### config.mk
export PLATFORM = sky130hd
export DESIGN_NAME = puf_nist_scheduler
export DESIGN_NICKNAME = d
export VERILOG_FILES = /design/src/rtl/puf_nist_scheduler.sv
export SDC_FILE = /design/constraint.sdc
export NUM_CORES = 1
export LEC_CHECK = 0
export ABC_CLOCK_PERIOD_IN_PS = 2140
export BUFFER_PORTS_ARGS = -buffer_cell sky130_fd_sc_hd__buf_4
export CAP_MARGIN = 20
export CORE_ASPECT_RATIO = 1.5
export CORE_MARGIN = 4
export CORE_UTILIZATION = 55
export DETAILED_ROUTE_END_ITERATION = 6
export MAX_ROUTING_LAYER = met4
export PLACE_DENSITY_LB_ADDON = 0.15
export SKIP_LAST_GASP = 1
export SYNTH_ARGS = -nofsm -noshare
export SYNTH_HDL_FRONTEND = slang
export SYNTH_SLANG_ARGS = --single-unit
export TNS_END_PERCENT = 1
### constraint.sdc
create_clock -name clk_1 -period 2.14 [get_ports clk_1]
set_clock_uncertainty 0.05 [all_clocks]
set_input_delay 0 -clock clk_1 [delete_from_list [all_inputs] [get_ports clk_1]]
set_output_delay 0 -clock clk_1 [all_outputs]
set_load 0.02 [all_outputs]
### src/rtl/puf_nist_scheduler.sv
// puf_nist_scheduler
//   Shares one NIST randomness-test block across N_PUF PUF response streams.
//   For each PUF in turn the block is reset (FLUSH), fed N_ROUNDS rounds of
//   ROUND_BITS response bits (STREAM), and the per-round pass vector is added
//   into eight pass counters (SAMPLE). The counters are then written to result
//   memory (STORE, 8 cycles).
//
// Ports
//   clk_1        clock
//   rst          synchronous active-high reset
//   start        begin a campaign (honoured in IDLE / DONE only)
//   resp         one response bit per PUF per cycle
//   test_result  NIST per-test pass flags, sampled at the end of SAMPLE
//   test_data    registered selected response bit to the NIST block
//   test_rst     NIST synchronous reset, one cycle per PUF
//   puf_sel      index of the PUF under test
//   mem_we       result write strobe
//   mem_waddr    result address, puf_sel*8 + test index
//   mem_din      pass count for that test
//   busy         campaign in progress
//   done         campaign complete, held until the next start
module puf_nist_scheduler #(
    parameter int N_PUF      = 4,
    parameter int ROUND_BITS = 20000,
    parameter int N_ROUNDS   = 255,
    parameter int AW         = 13
) (
    input  logic             clk_1,
    input  logic             rst,
    input  logic             start,
    input  logic [N_PUF-1:0] resp,
    input  logic [7:0]       test_result,
    output logic             test_data,
    output logic             test_rst,
    output logic [2:0]       puf_sel,
    output logic             mem_we,
    output logic [AW-1:0]    mem_waddr,
    output logic [7:0]       mem_din,
    output logic             busy,
    output logic             done
);

    typedef enum logic [2:0] {IDLE, FLUSH, STREAM, SAMPLE, STORE, DONE} state_t;

    localparam logic [15:0] LAST_BIT   = 16'(ROUND_BITS - 1);
    localparam logic [7:0]  LAST_ROUND = 8'(N_ROUNDS - 1);
    localparam logic [2:0]  LAST_PUF   = 3'(N_PUF - 1);

    state_t          state, state_n;
    logic [7:0][7:0] cnt, cnt_n, cnt_sum;
    logic [15:0]     bit_cnt, bit_cnt_n;
    logic [7:0]      round_cnt, round_cnt_n;
    logic [2:0]      test_idx, test_idx_n, puf_sel_n;
    logic            busy_n, done_n;
    logic            test_data_n, test_rst_n, mem_we_n;
    logic [AW-1:0]   mem_waddr_n;
    logic [7:0]      mem_din_n;
    logic [7:0]      resp_pad;

    // Widen so a 3-bit puf_sel can index any legal N_PUF.
    assign resp_pad = 8'(resp);

    // One accumulator lane per NIST test.
    for (genvar g = 0; g < 8; g++) begin : g_acc
        assign cnt_sum[g] = cnt[g] + {7'd0, test_result[g]};
    end

    always_comb begin
        state_n     = state;
        cnt_n       = cnt;
        bit_cnt_n   = bit_cnt;
        round_cnt_n = round_cnt;
        test_idx_n  = test_idx;
        puf_sel_n   = puf_sel;
        busy_n      = busy;
        done_n      = done;

        unique case (state)
            IDLE, DONE: begin
                if (start) begin
                    puf_sel_n   = 3'd0;
                    busy_n      = 1'b1;
                    done_n      = 1'b0;
                    cnt_n       = '0;
                    bit_cnt_n   = '0;
                    round_cnt_n = '0;
                    test_idx_n  = '0;
                    state_n     = FLUSH;
                end
            end
            FLUSH: state_n = STREAM;
            STREAM: begin
                bit_cnt_n = bit_cnt + 16'd1;
                if (bit_cnt == LAST_BIT) state_n = SAMPLE;
            end
            SAMPLE: begin
                cnt_n       = cnt_sum;
                bit_cnt_n   = '0;
                round_cnt_n = round_cnt + 8'd1;
                state_n     = (round_cnt == LAST_ROUND) ? STORE : STREAM;
            end
            STORE: begin
                test_idx_n = test_idx + 3'd1;
                if (test_idx == 3'd7) begin
                    if (puf_sel == LAST_PUF) begin
                        busy_n  = 1'b0;
                        done_n  = 1'b1;
                        state_n = DONE;
                    end else begin
                        puf_sel_n   = puf_sel + 3'd1;
                        cnt_n       = '0;
                        round_cnt_n = '0;
                        state_n     = FLUSH;
                    end
                end
            end
            default: state_n = IDLE;
        endcase

        // Outputs are registered from the next state so that they line up
        // with the state they describe (e.g. the first FLUSH cycle already
        // carries the new PUF's bit, and mem_din sees the final SAMPLE add).
        test_rst_n  = (state_n == FLUSH);
        mem_we_n    = (state_n == STORE);
        mem_waddr_n = (state_n == STORE) ? AW'({puf_sel_n, test_idx_n}) : '0;
        mem_din_n   = (state_n == STORE) ? cnt_n[test_idx_n] : 8'd0;
        test_data_n = (state_n != IDLE && state_n != DONE) ? resp_pad[puf_sel_n] : 1'b0;
    end

    always_ff @(posedge clk_1) begin
        if (rst) begin
            state     <= IDLE;
            cnt       <= '0;
            bit_cnt   <= '0;
            round_cnt <= '0;
            test_idx  <= '0;
            puf_sel   <= '0;
            busy      <= 1'b0;
            done      <= 1'b0;
            test_data <= 1'b0;
            test_rst  <= 1'b0;
            mem_we    <= 1'b0;
            mem_waddr <= '0;
            mem_din   <= '0;
        end else begin
            state     <= state_n;
            cnt       <= cnt_n;
            bit_cnt   <= bit_cnt_n;
            round_cnt <= round_cnt_n;
            test_idx  <= test_idx_n;
            puf_sel   <= puf_sel_n;
            busy      <= busy_n;
            done      <= done_n;
            test_data <= test_data_n;
            test_rst  <= test_rst_n;
            mem_we    <= mem_we_n;
            mem_waddr <= mem_waddr_n;
            mem_din   <= mem_din_n;
        end
    end

endmodule

==> results of run 1 <==
per-stage QoR:
stage / cell area, sq um / utilization / hold slack (ns)
2_1_floorplan: 6230 / - / 0.243
3_3_place_gp: 7490 / 0.678 / 0.298
3_5_place_dp: 7490 / 0.678 / 0.302
4_1_cts: 8670 / 0.784 / 0.0120
5_1_grt: 9130 / 0.826 / 0.0399
6_report: 9130 / 0.826 / 0.0363
layout make-up:
cell class | instances | area share
clock inverters | 11 | 0.0167
flip-flops and latches | 116 | 0.256
well taps | 147 | 0.0201
multi-input cells | 550 | 0.434
inverters | 22 | 0.00959
clock buffers | 21 | 0.0493
repair buffers | 226 | 0.214
worst min-delay path: stages:
cell	delay [ns]
buf_4	0.08
mux4_2	0.22
and4b_1	0.17
logic make-up after synthesis:
kind of cell / after synthesis
AOI/OAI and AO/OA: 184
xor gates and xnor gates: 30
adders and majority gates: 22
buffers and inverters: 78
DFF: 116
muxes: 3
other: 1
and+or+nand+nor: 303
worst max-delay path by stage:
stage | start | to | slack [ns]
floorplan | puf_sel[0] | mem_din[6] | -0.009
global placement | state[2] | mem_din[6] | -0.18
detailed placement | state[2] | mem_din[6] | -0.25
CTS | test_idx[1] | mem_din[4] | -0.04
global route | state[2] | mem_din[7] | -0.21
finish | state[2] | mem_din[7] | -0.27
power by group through the flow:
| stage | clock [uW] | combinational (uW) | sequential [uW] |
|---|---|---|---|
| 6_report | 2930 | 558 | 2180 |
| 5_1_grt | 3030 | 582 | 2180 |
| 4_1_cts | 2920 | 502 | 2180 |
| 3_5_place_dp | 0 | 399 | 2230 |
| 3_3_place_gp | 0 | 390 | 2230 |
| 2_1_floorplan | 0 | 210 | 2230 |
timing repair:
action	4_1_cts	5_1_grt
resized for setup	56	51
buffers inserted	20	21
pin swaps	18	40
setup endpoints to repair	11	14
hold buffers	9	0
cloned	2	3
endpoints found under the hold margin	24	0
routing by layer:
layer  routed length [microns]  vias to the layer above  track usage
met5                         0                        -            -
met4                      2020                        0        0.236
met3                      1650                      167       0.0586
met2                     12000                      411        0.603
met1                      8200                     3319        0.346
li1                          -                     3133            -
layout by cell type (no fill, tap or decap), types with 19 or more instances in the layout:
master and n:
nand2_1 50, buf_4 191, nand3_1 24, clkbuf_16 19
dfxtp_1 109, nand4_1 26, nor3_1 28, inv_1 20
nor2_1 90, a21oi_1 27, ha_1 19, xor2_1 21
sequential cells by signal, summed over array words and instances, names as in the netlist:
register and cells:
mem_waddr 6, state 3, cnt 64, bit_cnt 16
mem_we 1, test_rst 1, puf_sel 3, mem_din 8
done 1, busy 1, test_idx 3, test_data 1
round_cnt 8
==> out/metrics.csv, run 1 <==
metric;value;unit
synth_top_area_share;0.375;
path_cells;buf_4, nand3b_4, buf_6, o41ai_1, buf_4, o211ai_1, o22ai_1, o21ai_1, o22ai_1;
rsz0062_at_grt;yes;
worstReg2RegStart;state[2];
grt_pass1_wl;33.5;mm
area_delta_synth_final;47.5;%
crit_buf_inv;3;
hold-path-endpoint;test_data;
placed_cells;1009;
crit_family;compound AO/OA/AOI/OAI gates;
whs_path_depth;3;
grt-ovfl-total;0;
port-buffer-count;36;
p_comb_frac;0.098;
hpwl;14.4;mm
peakVddDrop;0.529;mV
die_h;138;microns
relSlewSlack;0.619;
clock_latency;0.42;ns
synth.distinct_cells;81;
netlist_top_cells_area;dfxtp_1 (37%), nor2_1 (5.5%), ha_1 (4.4%);
avgRoutedWirePerCell;21.8;microns
die_area;13100;sq um
cp_data_required_time;2.43;ns
setup_tns;-1.08;ns
rr_endpoint;mem_din[7];
synth_top_family_by_area;simple AND/OR/NAND/NOR gates;
place.gp.congestion;0.964;
syn_avg_cell_area;8.40;sq um
tritoncts;built;
multiInputGateArea;3960;sq um
core_area;11100;sq um
grt_pass1_vias;6646;
initial_utilization;0.560;
via_per_inst;6.43;
layout_min_cycle_time;2.41;ns
power_per_cell_area;621;nW/um^2
end_kind;flip-flop;
clkSinkCount;116;
leakagePower;0.00371;uW
die-width;94.6;microns
seqPwrFrac;0.385;
synth_top_area_cell;dfxtp_1;
synthAdderAreaFrac;0.0444;
dp_slack;-0.250;ns
ant_nets;0;
critPathMaxStageDelay;0.52;ns
synth-simple-area-share;0.248;
setup.worst_path.start_class;flip-flop;
p_total;5670;uW
grt_usage;0.345;
p_int;4290;uW
yosys.area_share.xor_xnor;0.0424;
htree_levels;4;
routed_wirelength;23.9;mm
nFillCells;691;
ys.flop_type;dfxtp_1;
num_rows;47;
clock_path_buffers;2;
crit_path_top_delay_cell;o41ai_1;
diodes;0;
p_clk_frac;0.517;
synth-edff-count;0;
yosysWarnings;0;
layout-drive-gt1-share;0.358;
final_cells;1093;
cp_max_fo;6;
power.switching;1380;uW
tightest_slew;0.566;ns
max_freq;416;MHz
r2r_cells;9;
fin_ws;-0.266;ns
antenna_found_initial;0;
synth_commonest_cells;dfxtp_1 (116), nor2_1 (91), nand2_1 (51);
worst_hold_path_type;in -> reg;
ios;44;
grt_start_max_net_pins;43;
synthCells;737;
period_share;1.12;
drv_slew;0;
fin_nets;970;
drv_cap;0;
finalHoldViolCount;0;
register_area;2340;sq um
clkTransAtPathRegs;0.06;ns
async_flop_share;0;
switching_share;0.243;
seq_area_frac_synth;0.375;
critPathArrivalTime;2.70;ns
netlist_area;6190;sq um
setup_viol;16;
failed_checks;DRC, setup timing;
rrSetupSlack;-0.27;ns
hp-start;resp[2];
synth.area.mux_share;0.00687;
synth_compound_area_frac;0.220;
status;finished with violations;
synth_most_common_cell;dfxtp_1;
path_depth;9;
worstSetupPathType;reg -> reg;
drc;1;
cts_inserted_buffers;17;
vias;7030;
synth_seq_cells;116;
drt_iter0_markers;622;
root_buffer;clkbuf_16;
first_pass_iters;7;
No activity file was read; power rests on OpenSTA's default activity.
==> run 2, diff against run 1 <==
Settings changed: ABC_AREA set to 1, ABC_CLOCK_PERIOD_IN_PS 2140 to 1950, CELL_PAD_IN_SITES_DETAIL_PLACEMENT set to 1, CELL_PAD_IN_SITES_GLOBAL_PLACEMENT set to 1, CORE_UTILIZATION 55 to 39.
Clock period 2.14 ns to 1.95 ns, I/O delays scaled along.
==> out/metrics.csv, run 2 <==
metric;value;unit;change
worstSetupPathType;reg -> reg;;
regMostFlops;cnt;;
nFillCells;2512;;+260%
via_per_inst;5.27;;-18%
path_cells;ha_1, ha_4, nand2_4, nand2_4, nand3_4, buf_12, nand2_1, nand2_1, nand2_1, nand3_1, nand3_1, nand2_1;;
ios;44;;unchanged
drc;0;;-1
diodes;0;;unchanged
rsz0062_at_grt;yes;;
antenna_found_initial;0;;unchanged
core_area;18500;sq um;+68%
synthCells;1174;;+59%
cp_data_required_time;2.21;ns;-0.22 ns
netlist_area;7390;sq um;+19%
layout_min_cycle_time;1.89;ns;-0.518 ns
final_common_cell;nand2_1;;
max_freq;530;MHz;+27%
clkTransAtPathRegs;0.07;ns;about the same
setup.worst_path.start_class;flip-flop;;
critPathMaxStageDelay;0.36;ns;-0.16 ns
p_comb_frac;0.113;;+0.015
synth_top_area_cell;dfxtp_1;;
vias;7917;;+13%
end_kind;flip-flop;;
p_clk_frac;0.508;;-0.009
drt_iter0_markers;396;;-36%
cts_inserted_buffers;17;;unchanged
synth.distinct_cells;42;;-48%
layout-drive-gt1-share;0.146;;-0.212
setup_viol;0;;-16
grt_pass1_wl;41.6;mm;+24%
finalHoldViolCount;0;;unchanged
cp_max_fo;17;;+11
final_cell_mix;nand2_1 (342), nand3_1 (170), inv_1 (129);;
grt_use_met1;0.268;;-0.0782
routed_wirelength;24.8;mm;+3.9%
area_delta_synth_final;20.2;%;
synth_commonest_cells;nand2_1 (343), nand3_1 (170), inv_1 (129);;
leakagePower;0.00388;uW;+4.5%
reg.largest.list;cnt x64, bit_cnt x16;;
clock_latency;0.43;ns;about the same
largest_register_ffs;64;;unchanged
initial_utilization;0.398;;-0.162
drv_cap;0;;unchanged
place.gp.congestion;0.915;;-5.0%
grt-ovfl-total;0;;unchanged
cpMostUsedCell;nand2_1;;
power.switching;1820;uW;+32%
synth_seq_cells;116;;unchanged
seq_area_frac_synth;0.314;;-0.0605
crit_buf_inv;1;;-2
htree_levels;4;;unchanged
crit_family;simple AND/OR/NAND/NOR gates;;
yosysWarnings;0;;unchanged
grt_use_met2;0.460;;-0.143
root_buffer;clkbuf_16;;
drv_slew;0;;unchanged
port-buffer-count;36;;unchanged
first_pass_iters;4;;-3
critPathArrivalTime;2.15;ns;-0.55 ns
relSlewSlack;0.670;;+0.0512
seqPwrFrac;0.380;;-0.005
period_share;0.968;;-0.156
grt_start_max_net_pins;39;;-9.3%
crit_path_top_delay_cell;dfxtp_1;;
setup_tns;0;ns;+1.08 ns
async_flop_share;0;;unchanged
synth-edff-count;0;;unchanged
clkSinkCount;116;;unchanged
ys.flop_type;dfxtp_1;;
switching_share;0.285;;+0.0420
status;finished, final reports clean;;
peakVddDrop;0.439;mV;-17%
tightest_slew;0.493;ns;-0.0731 ns
die-width;120;microns;+27%
fin_util;0.479;;-0.347
grtUsageMet3;0.0394;;-0.0192
worst_hold_path_type;in -> reg;;
netlist_top_cells_area;dfxtp_1 (31%), nand2_1 (17%), nand3_1 (12%);;
synth_most_common_cell;nand2_1;;
tritoncts;built;;
power_per_cell_area;717;nW/um^2;+16%
fin_nets;1274;;+31%
p_int;4550;uW;+6.1%
syn_avg_cell_area;6.29;sq um;-25%
grt_pass1_vias;8344;;+26%
num_rows;61;;+30%
grt_usage;0.250;;-0.0948
synth_top_area_share;0.314;;-0.0605
avgRoutedWirePerCell;16.5;microns;-24%
die_h;177;microns;+28%
die_area;21200;sq um;+63%
ant_nets;0;;unchanged
top_usage_layer;met2;;
hpwl;18.1;mm;+26%
clock_path_buffers;2;;unchanged
==> run 2: cell types whose count changed in the layout (fill, tap and decap cells not counted), moves of 15 or more <==
cell	previous run	this run
a22oi_1	16	0
nor2_1	90	105
nand2_1	50	342
nand3_1	24	170
and3_1	16	1
a21oi_1	27	86
buf_4	191	77
inv_1	20	129
xor2_1	21	1
==> run 2: kinds of logic (layout without fill, tap and decap cells) <==
kind of cell / Yosys count / after routing / synth area share
AOI/OAI and AO/OA: 130 / 130 / 0.0976
xor gates and xnor gates: 2 / 2 / 0.00237
adders and majority gates: 22 / 22 / 0.0373
buffers and inverters: 194 / 264 / 0.116
DFF: 116 / 116 / 0.314
other: 1 / 7 / 0.000508
and+or+nand+nor: 709 / 709 / 0.432
==> run 2: through the flow <==
step | area [sq um] | hold slack, ns | setup WS (ns) | instances | power, uW
detailed placement | 8140 | 0.280 | -0.0811 | 1464 | 3160
finish | 8880 | 0.0325 | 0.0619 | 1502 | 6370
CTS | 8810 | 0.00762 | -0.0338 | 1502 | 6410
global route | 8880 | 0.0635 | -0.0928 | 1502 | 6600
global placement | 8140 | 0.278 | -0.0418 | 1464 | 3150
floorplan | 7410 | 0.169 | 0.122 | 1180 | 2900
==> run 2: power by group through the flow <==
stage                     Sequential, uW  Combinational (uW)  Clock (uW)
after floorplan                     2470                 432           0
after global placement              2470                 681           0
after detailed placement            2470                 688           0
after CTS                           2420                 705        3290
after global routing                2420                 779        3400
final                               2420                 717        3230
==> run 2: final timing paths <==
check	from	end	slack, ns	depth (start not counted)
worst min register to register	busy	busy	0.42	2
worst max register to register	test_idx[1]	mem_din[5]	0.06	12
worst min-delay path	test_result[5]	cnt[40]	0.03	6
worst max-delay path	test_idx[1]	mem_din[5]	0.06	12
==> run 2: worst reg2reg max path: cells and delay by family (launching register included) <==
family / cells / cell delay, ns
adder cells (fa/ha/maj): 2 / 0.37
flip-flops: 1 / 0.36
AND/OR/NAND/NOR: 9 / 0.80
buffers and inverters: 1 / 0.19
==> run 2: repair_timing <==
action | in CTS | in global routing
setup buffers | 0 | 0
setup endpoints to repair | 9 | 25
hold buffers | 6 | 0
pin swaps | 0 | 1
hold endpoints to repair | 14 | 0
gates cloned | 0 | 0
resized for setup | 4 | 19
==> run 2: metal layers <==
layer | up-vias | part of all wire
met1 | 3833 | 0.40
met2 | 111 | 0.54
met5 | - | 0
li1 | 3912 | -
met3 | 61 | 0.024
met4 | 0 | 0.033
==> run 2: layout make-up <==
cell class              instances  area [sq um]  area share
multi-input cells             870          4300       0.484
flip-flops and latches        116          2330       0.262
repair buffers                 93           821      0.0924
inverters                     139           524      0.0590
clock buffers                  17           425      0.0479
well taps                     252           315      0.0355
clock inverters                15           170      0.0192
==> run 3, diff against run 2 <==
Settings changed: ABC_CLOCK_PERIOD_IN_PS 1950 to 1800, CORE_UTILIZATION 39 to 44, SLEW_MARGIN set to 10.
Clock period 1.95 ns to 1.8 ns, I/O delays scaled along.
==> out/metrics.csv, run 3 (synthesis results as in run 2) <==
metric;value;unit;change
cp_max_fo;8;;-9
worstSetupPathType;reg -> reg;;
root_buffer;clkbuf_16;;
period_share;1.12;;+0.156
critPathArrivalTime;2.36;ns;+0.21 ns
switching_share;0.291;;+0.00614
hpwl;19.1;mm;+5.5%
p_int;4940;uW;+8.5%
dp_slack;-0.156;ns;-0.0745 ns
final_cell_mix;nand2_1 (328), nand3_1 (162), buf_4 (126);;
cts_inserted_buffers;17;;unchanged
diodes;0;;unchanged
vias;9124;;+15%
relSlewSlack;0.482;;-0.188
power.switching;2030;uW;+12%
place.gp.congestion;0.915;;about the same
cpMostUsedCell;nand2_1;;
ios;44;;unchanged
power_per_cell_area;725;nW/um^2;+1.2%
finalHoldViolCount;0;;unchanged
layout-drive-gt1-share;0.225;;+0.0785
path_cells;nand2_1, nor3_2, buf_4, nand2_1, nor2_2, nor2_4, nor2_4, nand2_8, nor2_8, nand2_1, nand2_1;;
end_kind;flip-flop;;
ant_nets;0;;unchanged
setup.worst_path.start_class;flip-flop;;
fin_util;0.588;;+0.110
die_h;167;microns;-5.6%
p_clk_frac;0.481;;-0.027
status;finished with violations;;
first_pass_iters;5;;+1
seqPwrFrac;0.376;;-0.004
num_rows;57;;-6.6%
drc;0;;unchanged
grt_start_max_net_pins;62;;+59%
clock_latency;0.45;ns;+0.02 ns
die-width;114;microns;-5.5%
failed_checks;setup timing;;
nFillCells;2140;;-15%
drt_iter0_markers;655;;+65%
avgRoutedWirePerCell;22.6;microns;+37%
rsz0062_at_grt;yes;;
routed_wirelength;34.2;mm;+38%
clkTransAtPathRegs;0.06;ns;about the same
clkSinkCount;116;;unchanged
regMostFlops;cnt;;
tightest_slew;0.777;ns;+0.284 ns
drv_cap;0;;unchanged
critPathMaxStageDelay;0.42;ns;+0.06 ns
core_area;16300;sq um;-12%
placed_cells;1464;;unchanged
antenna_found_initial;0;;unchanged
max_freq;494;MHz;-6.7%
htree_levels;4;;unchanged
grt-ovfl-total;0;;unchanged
port-buffer-count;36;;unchanged
worst_hold_path_type;in -> reg;;
fin_nets;1332;;+4.6%
tritoncts;built;;
drv_slew;0;;unchanged
grt_pass1_wl;50.1;mm;+20%
final_common_cell;nand2_1;;
initial_utilization;0.452;;+0.0540
fin_ws;-0.224;ns;-0.286 ns
crit_path_top_delay_cell;dfxtp_1;;
via_per_inst;6.03;;+14%
reg.largest.list;cnt x64, bit_cnt x16;;
cp_data_required_time;2.13;ns;-0.08 ns
layout_min_cycle_time;2.02;ns;+0.136 ns
p_comb_frac;0.143;;+0.030
area_delta_synth_final;30.1;%;
leakagePower;0.00419;uW;+8.0%
clock_path_buffers;2;;unchanged
die_area;19000;sq um;-11%
final_cells;1513;;+0.73%
grt_usage;0.344;;+0.0944
grt_pass1_vias;9446;;+13%
peakVddDrop;0.631;mV;+44%
setup_viol;33;;+33
largest_register_ffs;64;;unchanged
## run 3: changes by cell type in the layout (fill, tap and decap cells not counted), sizes merged
cell	previous run	this run
buf	87	143
bufinv	2	1
bufbuf	0	1
inv	146	139
clkinvlp	2	4
clkbuf	17	22
nor2	117	118
## run 3: power groups by stage
stage | Combinational [uW] | Clock [uW] | Sequential [uW]
final | 994 | 3350 | 2620
after global routing | 1030 | 3470 | 2620
after CTS | 866 | 3280 | 2620
after detailed placement | 801 | 0 | 2670
after global placement | 786 | 0 | 2670
after floorplan | 468 | 0 | 2670
## run 3: layer usage
metal	share of wire	vias up	track usage
met5	0	-	-
met4	0.070	0	0.207
met3	0.055	191	0.0559
met2	0.52	437	0.603
met1	0.35	4453	0.356
li1	-	4043	-
## run 3: repair_timing
item / 4_1_cts / 5_1_grt
endpoints found under the hold margin: 15 / 0
setup buffers: 4 / 6
hold buffers: 6 / 0
pin swaps: 15 / 28
gates cloned: 2 / 0
endpoints found under the setup margin: 32 / 42
resized for setup: 51 / 61
## run 3: path summary, 6_finish.rpt
kind         slack (ns)    endpoint           start  depth (start not counted)
max               -0.22  mem_din[1]    round_cnt[4]                         11
min                0.01     cnt[32]  test_result[4]                          6
max reg2reg       -0.22  mem_din[1]    round_cnt[4]                         11
min reg2reg        0.44        busy            busy                          2
## run 3: cell type report
cell class	count	area (sq um)	share of cell area
inverters	139	537	0.0559
clock inverters	9	80.1	0.00833
flip-flops and latches	116	2340	0.244
well taps	206	258	0.0268
clock buffers	22	474	0.0493
multi-input cells	871	4570	0.476
repair buffers	150	1340	0.140
## run 3: critical path, delay by kind of cell, from the launching register on
kind	cells	cell delay [ns]
and+or+nand+nor	10	1.32
DFF	1	0.42
buffers and inverters	1	0.15
## run 3: through the flow
stage / power (uW) / instance area [sq um] / setup TNS (ns) / hold slack, ns
after floorplan: 3140 / 7410 / 0 / 0.169
after global placement: 3460 / 8480 / -0.125 / 0.277
after detailed placement: 3470 / 8480 / -1.85 / 0.289
after CTS: 6760 / 9340 / -0.0294 / 0.00723
after global routing: 7120 / 9610 / -5.28 / 0.0450
final: 6970 / 9610 / -3.63 / 0.0109
